## src/rtl/mem_arbiter_pkg.sv

```systemverilog
// Shared encodings for the two-requester memory arbiter:
// FSM states, requester IDs, burst limit and the latched request bundle.
package mem_arbiter_pkg;

  localparam int BEATS_MAX = 8;
  localparam int CNT_W     = $clog2(BEATS_MAX);

  localparam logic [1:0] ST_IDLE  = 2'd0;
  localparam logic [1:0] ST_ISSUE = 2'd1;
  localparam logic [1:0] ST_WAIT  = 2'd2;

  localparam logic REQ_IC = 1'b0;
  localparam logic REQ_DC = 1'b1;

  typedef struct packed {
    logic [31:0] addr;
    logic        wr;
    logic [31:0] wdata;
    logic [3:0]  wmask;
  } mem_req_t;

endpackage

```

## src/rtl/mem_arbiter_rr_arb2.sv

```systemverilog
// Two-way round-robin pick between ic (index 0) and dc (index 1).
// Ports: valid[1:0] request bits, last_grant previous winner, grant winner ID.
module rr_arb2
  import mem_arbiter_pkg::*;
(
  input  logic [1:0] valid,
  input  logic       last_grant,
  output logic       grant
);

  always_comb begin
    grant = REQ_IC;
    unique case (valid)
      2'b01:   grant = REQ_IC;
      2'b10:   grant = REQ_DC;
      2'b11:   grant = ~last_grant;
      default: grant = REQ_IC;
    endcase
  end

endmodule

```

## src/rtl/mem_arbiter.sv

```systemverilog
// Single-outstanding memory arbiter: ic line refills and dc reads/writes
// share one memory port. Ports: clk/reset, ic_req_*/ic_resp_*,
// dc_req_*/dc_resp_*, mem_req_*/mem_resp_*, stall to the pipeline.
module mem_arbiter
  import mem_arbiter_pkg::*;
#(
  parameter int BEATS = 4
) (
  input  logic        clk,
  input  logic        reset,
  input  logic        ic_req_valid,
  input  logic [31:0] ic_req_addr,
  output logic        ic_req_ready,
  output logic        ic_resp_valid,
  output logic [31:0] ic_resp_data,
  output logic        ic_resp_last,
  input  logic        dc_req_valid,
  input  logic [31:0] dc_req_addr,
  input  logic        dc_req_wr,
  input  logic [31:0] dc_req_wdata,
  input  logic [3:0]  dc_req_wmask,
  output logic        dc_req_ready,
  output logic        dc_resp_valid,
  output logic [31:0] dc_resp_data,
  output logic        dc_resp_last,
  output logic        mem_req_valid,
  input  logic        mem_req_ready,
  output logic [31:0] mem_req_addr,
  output logic        mem_req_wr,
  output logic [31:0] mem_req_wdata,
  output logic [3:0]  mem_req_wmask,
  input  logic        mem_resp_valid,
  input  logic [31:0] mem_resp_data,
  output logic        stall
);

  localparam logic [31:0] LINE_MASK =
    ~(32'(BEATS * 4) - 32'd1);
  localparam logic [CNT_W-1:0] LAST_BEAT =
    CNT_W'(BEATS - 1);

  logic [1:0]       state;
  logic             gnt_id;
  logic             last_grant;
  logic [CNT_W-1:0] beat_cnt;
  mem_req_t         lat;
  mem_req_t         nxt_req;

  logic any_req;
  logic sel;
  logic grant_fire;
  logic beat;
  logic is_last;

  assign any_req = ic_req_valid | dc_req_valid;

  rr_arb2 u_rr (
    .valid      ({dc_req_valid, ic_req_valid}),
    .last_grant (last_grant),
    .grant      (sel)
  );

  // Combinational outputs are gated by reset so nothing
  // leaks out during the reset cycle itself.
  assign grant_fire = !reset && state == ST_IDLE && any_req;

  always_comb begin
    nxt_req = '0;
    if (sel == REQ_DC && dc_req_wr) begin
      nxt_req.addr  = dc_req_addr & ~32'h3;
      nxt_req.wr    = 1'b1;
      nxt_req.wdata = dc_req_wdata;
      nxt_req.wmask = dc_req_wmask;
    end else if (sel == REQ_DC) begin
      nxt_req.addr = dc_req_addr & LINE_MASK;
    end else begin
      nxt_req.addr = ic_req_addr & LINE_MASK;
    end
  end

  assign beat    = !reset && state == ST_WAIT && mem_resp_valid;
  assign is_last = lat.wr || beat_cnt == LAST_BEAT;

  assign ic_req_ready  = grant_fire && sel == REQ_IC;
  assign dc_req_ready  = grant_fire && sel == REQ_DC;

  assign ic_resp_valid = beat && gnt_id == REQ_IC;
  assign dc_resp_valid = beat && gnt_id == REQ_DC;
  assign ic_resp_last  = ic_resp_valid && is_last;
  assign dc_resp_last  = dc_resp_valid && is_last;
  assign ic_resp_data  = ic_resp_valid ? mem_resp_data : '0;
  assign dc_resp_data  =
    (dc_resp_valid && !lat.wr) ? mem_resp_data : '0;

  assign mem_req_valid = !reset && state == ST_ISSUE;
  assign mem_req_addr  = lat.addr;
  assign mem_req_wr    = lat.wr;
  assign mem_req_wdata = lat.wdata;
  assign mem_req_wmask = lat.wmask;

  assign stall = ic_req_valid || dc_req_valid || state != ST_IDLE;

  always_ff @(posedge clk) begin
    if (reset) begin
      state      <= ST_IDLE;
      gnt_id     <= REQ_IC;
      last_grant <= REQ_IC;
      beat_cnt   <= '0;
      lat        <= '0;
    end else begin
      unique case (state)
        ST_IDLE: begin
          if (any_req) begin
            lat        <= nxt_req;
            gnt_id     <= sel;
            last_grant <= sel;
            beat_cnt   <= '0;
            state      <= ST_ISSUE;
          end
        end
        ST_ISSUE: begin
          if (mem_req_ready) begin
            state <= ST_WAIT;
          end
        end
        ST_WAIT: begin
          if (mem_resp_valid) begin
            if (is_last) begin
              state <= ST_IDLE;
            end else begin
              beat_cnt <= beat_cnt + CNT_W'(1);
            end
          end
        end
        default: state <= ST_IDLE;
      endcase
    end
  end

endmodule

```

## config.mk

```make
export PLATFORM = sky130hd
export DESIGN_NAME = mem_arbiter
export DESIGN_NICKNAME = d
export VERILOG_FILES = /design/src/rtl/mem_arbiter_pkg.sv /design/src/rtl/mem_arbiter_rr_arb2.sv /design/src/rtl/mem_arbiter.sv
export SDC_FILE = /design/constraint.sdc
export NUM_CORES = 1
export LEC_CHECK = 0
export CAP_MARGIN = 20
export CORE_MARGIN = 4
export CORE_UTILIZATION = 34
export DETAILED_ROUTE_END_ITERATION = 7
export PLACE_DENSITY = 0.85
export SLEW_MARGIN = 20
export SYNTH_ARGS = -nofsm -noshare
export SYNTH_HDL_FRONTEND = slang
export SYNTH_SLANG_ARGS = --single-unit
export TNS_END_PERCENT = 10
```

## constraint.sdc

```tcl
create_clock -name clk -period 2.7 [get_ports clk]
set_input_delay 0.81 -clock clk [delete_from_list [all_inputs] [get_ports clk]]
set_output_delay 0.81 -clock clk [all_outputs]
set_load 0.05 [all_outputs]
```

==> out/results.txt, run 1 <==
The run finished, with violations left. The final reports fail on negative setup slack. The start point of the worst min-delay path was mem_req_wdata[23]$_SDFFE_PP0P_. Along the worst path, the maximum fanout reaches 8. For the final design utilization, the log shows 0.762. The top cell types in the final layout, fill and taps aside, are sky130_fd_sc_hd__clkdlybuf4s50_1, sky130_fd_sc_hd__buf_12, sky130_fd_sc_hd__dfxtp_1. Final count of pins violating max slew: 0. The destination of the worst hold path was mem_req_wdata[23]$_SDFFE_PP0P_. Xor/xnor cell area share of the yosys netlist: 0.

In this design, the stage delay of the slowest critical-path cell is 0.23 ns. The hold buffer count at cts is 0, and the maximum number of pins on one net before global-route repair is 46. Cell area after synthesis: 0.00357 sq mm. The die extent in y came out at 110 um. The clock buffer count from CTS was 9; the final worst clock skew was 0.0121 ns.

The multiplexer share of the synthesized area was 0.0817; the worst reg2reg path depth was 5. The run gives 0.347 as the starting density of the core. For the worst setup path, the data arrival time is 1.97 ns. Setup violations remaining at the end of the flow were counted as 46. The detailed router finished its first iteration with 372 violations.

The proportion of layout cells with a drive suffix above 1 came out at 0.289. In this run the critical register-to-register path is captured at beat_cnt[2]$_SDFFE_PP0P_. The commonest non-fill, non-tap cell in the layout is sky130_fd_sc_hd__clkdlybuf4s50_1. Power spread over the standard cell area amounts to 404 mW/mm^2.

The signal on the critical path passes through buf_6, nand4bb_4, nor3_4, buf_12, buf_6, and2_4, buf_12. Relative to the synthesized area, the layout overhead comes to 120%. The tools report the post-synthesis cell type count as 32.

The classification of the worst-slack hold path was flop to flop. Once detail routing completed, the nets flagged for antenna violations numbered 0. After global routing the overflow that remains totals 0.

Along the worst hold path, the cell count comes to 2. Wire segments on met2 add up to 9440 um in the final route. The run gives 0.605 as the worst-case headroom to the max-slew limit.

For the half-perimeter wire length of the detailed placement result, the log shows 11700 um. The width of the chip came out at 110 um. Before CTS, the worst setup slack after placement is -0.426 ns.

Cell at the root of the clock tree: sky130_fd_sc_hd__clkbuf_8. In this run the core area contains 37 standard-cell rows. The post-detailed-routing wire length was 17800 um; the worst path required time was 1.89 ns.

Among all stages on the critical path, the largest delay is contributed by sky130_fd_sc_hd__nand4bb_4. After synthesis, the largest family of logic cells by area is compound AO/OA/AOI/OAI gates. In the synthesized netlist the dominant register cell turns out to be sky130_fd_sc_hd__dfxtp_1. For this run, design rule violations remaining after detail routing come to 0. Yosys printed 0 warnings. The total clock sinks is 73, and the number of storage elements in the synthesis netlist is 73. The cell leakage power is 2.97 nW, and the total buffers and inverters traversed by the critical path is 4. After detailed routing, the average wire length per cell comes to 21.0 um. Synthesis handed over a netlist of 431 instances.

The sort of element at the end of the critical path was a primary output. The share of the clock period used by the worst path after layout is 1.03. For the via count of the first global-routing pass, the log shows 4537. In this run the number of H-tree levels came out at 3. After layout, the minimum clock period comes to 2.78 ns.

The die covers 0.0122 sq mm. The core area was 0.0103 sq mm. Detailed routing inserted a total of 4523 vias.

The setup check on the worst reg-to-reg path leaves a slack of 0.66 ns. The worst vdd rail ir drop came out at 313 uV. The first TritonRoute pass finished after 7 iterations. Type of element launching the critical path: an input pin.

Setup repair after global routing could not meet its margin everywhere. The initial antenna violation count was 4. Across the run, the number of max-cap violations was 0. The cell family with the largest share of critical-path delay is simple AND/OR/NAND/NOR gates. The simple logic cell fraction of the synthesized area came out at 0.213.

The detailed router put a total of 6530 um of wire on met1. TritonCTS built the clock tree. Top-level I/O count: 280. For the count of endpoints failing hold in the final timing report, the log shows 0. The startpoint-to-endpoint class of the critical path was input pin to primary output. After detailed routing, the number of vias per cell comes to 5.35. Pin slew with the least headroom to its limit: 0.593 ns. The detailed router used layers up to and including met4. The post-synthesis async set-or-reset flop share came out at 0. For this run, the post-layout net count is 841. The logs give 0.251 for the global routing usage summed across all routing layers and 360 MHz for the maximum clock rate.

During placement, the flow inserted port buffers numbering 271. Number of enable flip-flop cells after synthesis: 0. Routability-driven placement finished with a final weighted congestion of 0.821. The run gives 0.410 as the sequential-to-total area share from yosys stat.

The complex-gate fraction of the synthesized area was 0.231. The tools report the launch point of the worst reg-to-reg path as beat_cnt[0]$_SDFFE_PP0P_. The detailed-routed wire length on met3 came out at 1260 um. The average instance in the mapped netlist occupies 8.28 sq um. The worst-case hold slack is 0.477 ns, and the clock-pin slew reported for the worst setup and hold paths after clock tree synthesis is 0.07 ns.

The later pin in the worst-skew pair is clocked with a latency of 0.34 ns. The final setup slack of the worst path is -0.0757 ns. The wire length of the first global-routing pass was 25100 um; the adder-cell share of the synthesized area was 0.00702. Maximum count of clock buffers along a single path: 2.
## flip-flops by register name (all words and copies together) (netlist names)
register       cells
mem_req_wdata     32
mem_req_addr      30
mem_req_wmask      4
beat_cnt           3
state              2
last_grant         1
mem_req_wr         1
## how the worst max path moves through the flow
stage	cells past startpoint	slack [ns]	endpoint	from
2_1_floorplan	4	-0.16	ic_resp_data[27]	reset
3_3_place_gp	6	-0.36	ic_resp_data[31]	mem_resp_valid
4_1_cts	8	-0.03	ic_resp_last	reset
5_1_grt	7	-0.10	dc_resp_data[16]	reset
6_report	7	-0.08	dc_resp_data[16]	reset
3_5_place_dp	6	-0.43	ic_resp_data[29]	mem_resp_valid
## worst reg2reg max path, stage by stage (launching register included)
cell	delay, ns
sky130_fd_sc_hd__dfxtp_1	0.35
sky130_fd_sc_hd__ha_1	0.21
sky130_fd_sc_hd__ha_1	0.25
sky130_fd_sc_hd__or3b_4	0.44
sky130_fd_sc_hd__or4b_1	0.48
sky130_fd_sc_hd__a31oi_1	0.23
## through the flow
step	cell area (sq um)	total power [mW]	TNS, ns	cells
floorplan	3620	1.80	-5.91	432
global placement	7200	2.26	-23.61	812
detailed placement	7200	2.28	-27.44	812
CTS	7620	3.17	-0.167	835
global route	7840	3.30	-3.52	845
finish	7840	3.17	-1.84	845
## cell usage after synthesis (2+ instances only)
| cell type | number | area share |
|---|---|---|
| sky130_fd_sc_hd__dfxtp_1 | 73 | 0.41 |
| sky130_fd_sc_hd__clkbuf_1 | 36 | 0.038 |
| sky130_fd_sc_hd__nor3_1 | 2 | 0.0028 |
| sky130_fd_sc_hd__mux2i_1 | 28 | 0.079 |
| sky130_fd_sc_hd__nand2_1 | 3 | 0.0032 |
| sky130_fd_sc_hd__o21a_1 | 2 | 0.0042 |
| sky130_fd_sc_hd__o21ai_0 | 44 | 0.062 |
| sky130_fd_sc_hd__a31oi_1 | 2 | 0.0035 |
| sky130_fd_sc_hd__nor3b_1 | 2 | 0.0042 |
| sky130_fd_sc_hd__buf_2 | 8 | 0.011 |
| sky130_fd_sc_hd__a211oi_1 | 28 | 0.059 |
| sky130_fd_sc_hd__nor2_1 | 5 | 0.0053 |
| sky130_fd_sc_hd__buf_4 | 2 | 0.0042 |
| sky130_fd_sc_hd__a21oi_1 | 70 | 0.098 |
| sky130_fd_sc_hd__and2_1 | 64 | 0.11 |
| sky130_fd_sc_hd__inv_1 | 2 | 0.0021 |
| sky130_fd_sc_hd__nand3b_1 | 3 | 0.0063 |
| sky130_fd_sc_hd__nand3_1 | 41 | 0.058 |
| sky130_fd_sc_hd__ha_1 | 2 | 0.0070 |
| sky130_fd_sc_hd__or4b_1 | 2 | 0.0056 |
## per-layer routing
layer  GRT usage  up-vias
li1            -     2076
met1       0.277     2171
met3      0.0570       36
met2       0.469      240
met4      0.0887        0
met5           0        -
## what timing repair did
item / 4_1_cts / 5_1_grt
cloned: 3 / 3
setup buffers: 4 / 3
gates resized for setup: 39 / 45
setup endpoints to repair: 71 / 67
pin swaps: 10 / 11
## kinds of logic after synthesis
kind of cell	Yosys count
AOI/OAI and AO/OA	148
other	1
and+or+nand+nor	129
muxes	29
buffers and inverters	49
DFF	73
adders and majority gates	2
## area by class of cell
| class | count | area [sq um] |
|---|---|---|
| well taps | 136 | 170 |
| fillers | 639 | 2440 |
| multi-input cells | 310 | 2170 |
| clock inverters | 6 | 66.3 |
| repair buffers | 304 | 3810 |
| clock buffers | 10 | 138 |
| inverters | 2 | 7.51 |
| diodes | 4 | 10.0 |
| flip-flops and latches | 73 | 1460 |
## power breakdown
group          switching, mW  internal [mW]
combinational          0.636          0.463
sequential            0.0465           1.16
clock                  0.412          0.455
total                   1.09           2.07
Note: power is estimated with default switching activity, not from simulation.
==> run 2, diff against run 1 <==
--- a/config.mk
+++ b/config.mk
@@ -8,6 +8,7 @@
 export CAP_MARGIN = 20
 export CORE_MARGIN = 4
 export CORE_UTILIZATION = 34
+export CTS_BUF_LIST = sky130_fd_sc_hd__clkbuf_8 sky130_fd_sc_hd__clkbuf_16
 export DETAILED_ROUTE_END_ITERATION = 7
 export PLACE_DENSITY = 0.85
 export SLEW_MARGIN = 20
==> results of run 2 <==
The final DEF is identical to that of run 1; final timing and power are the same.
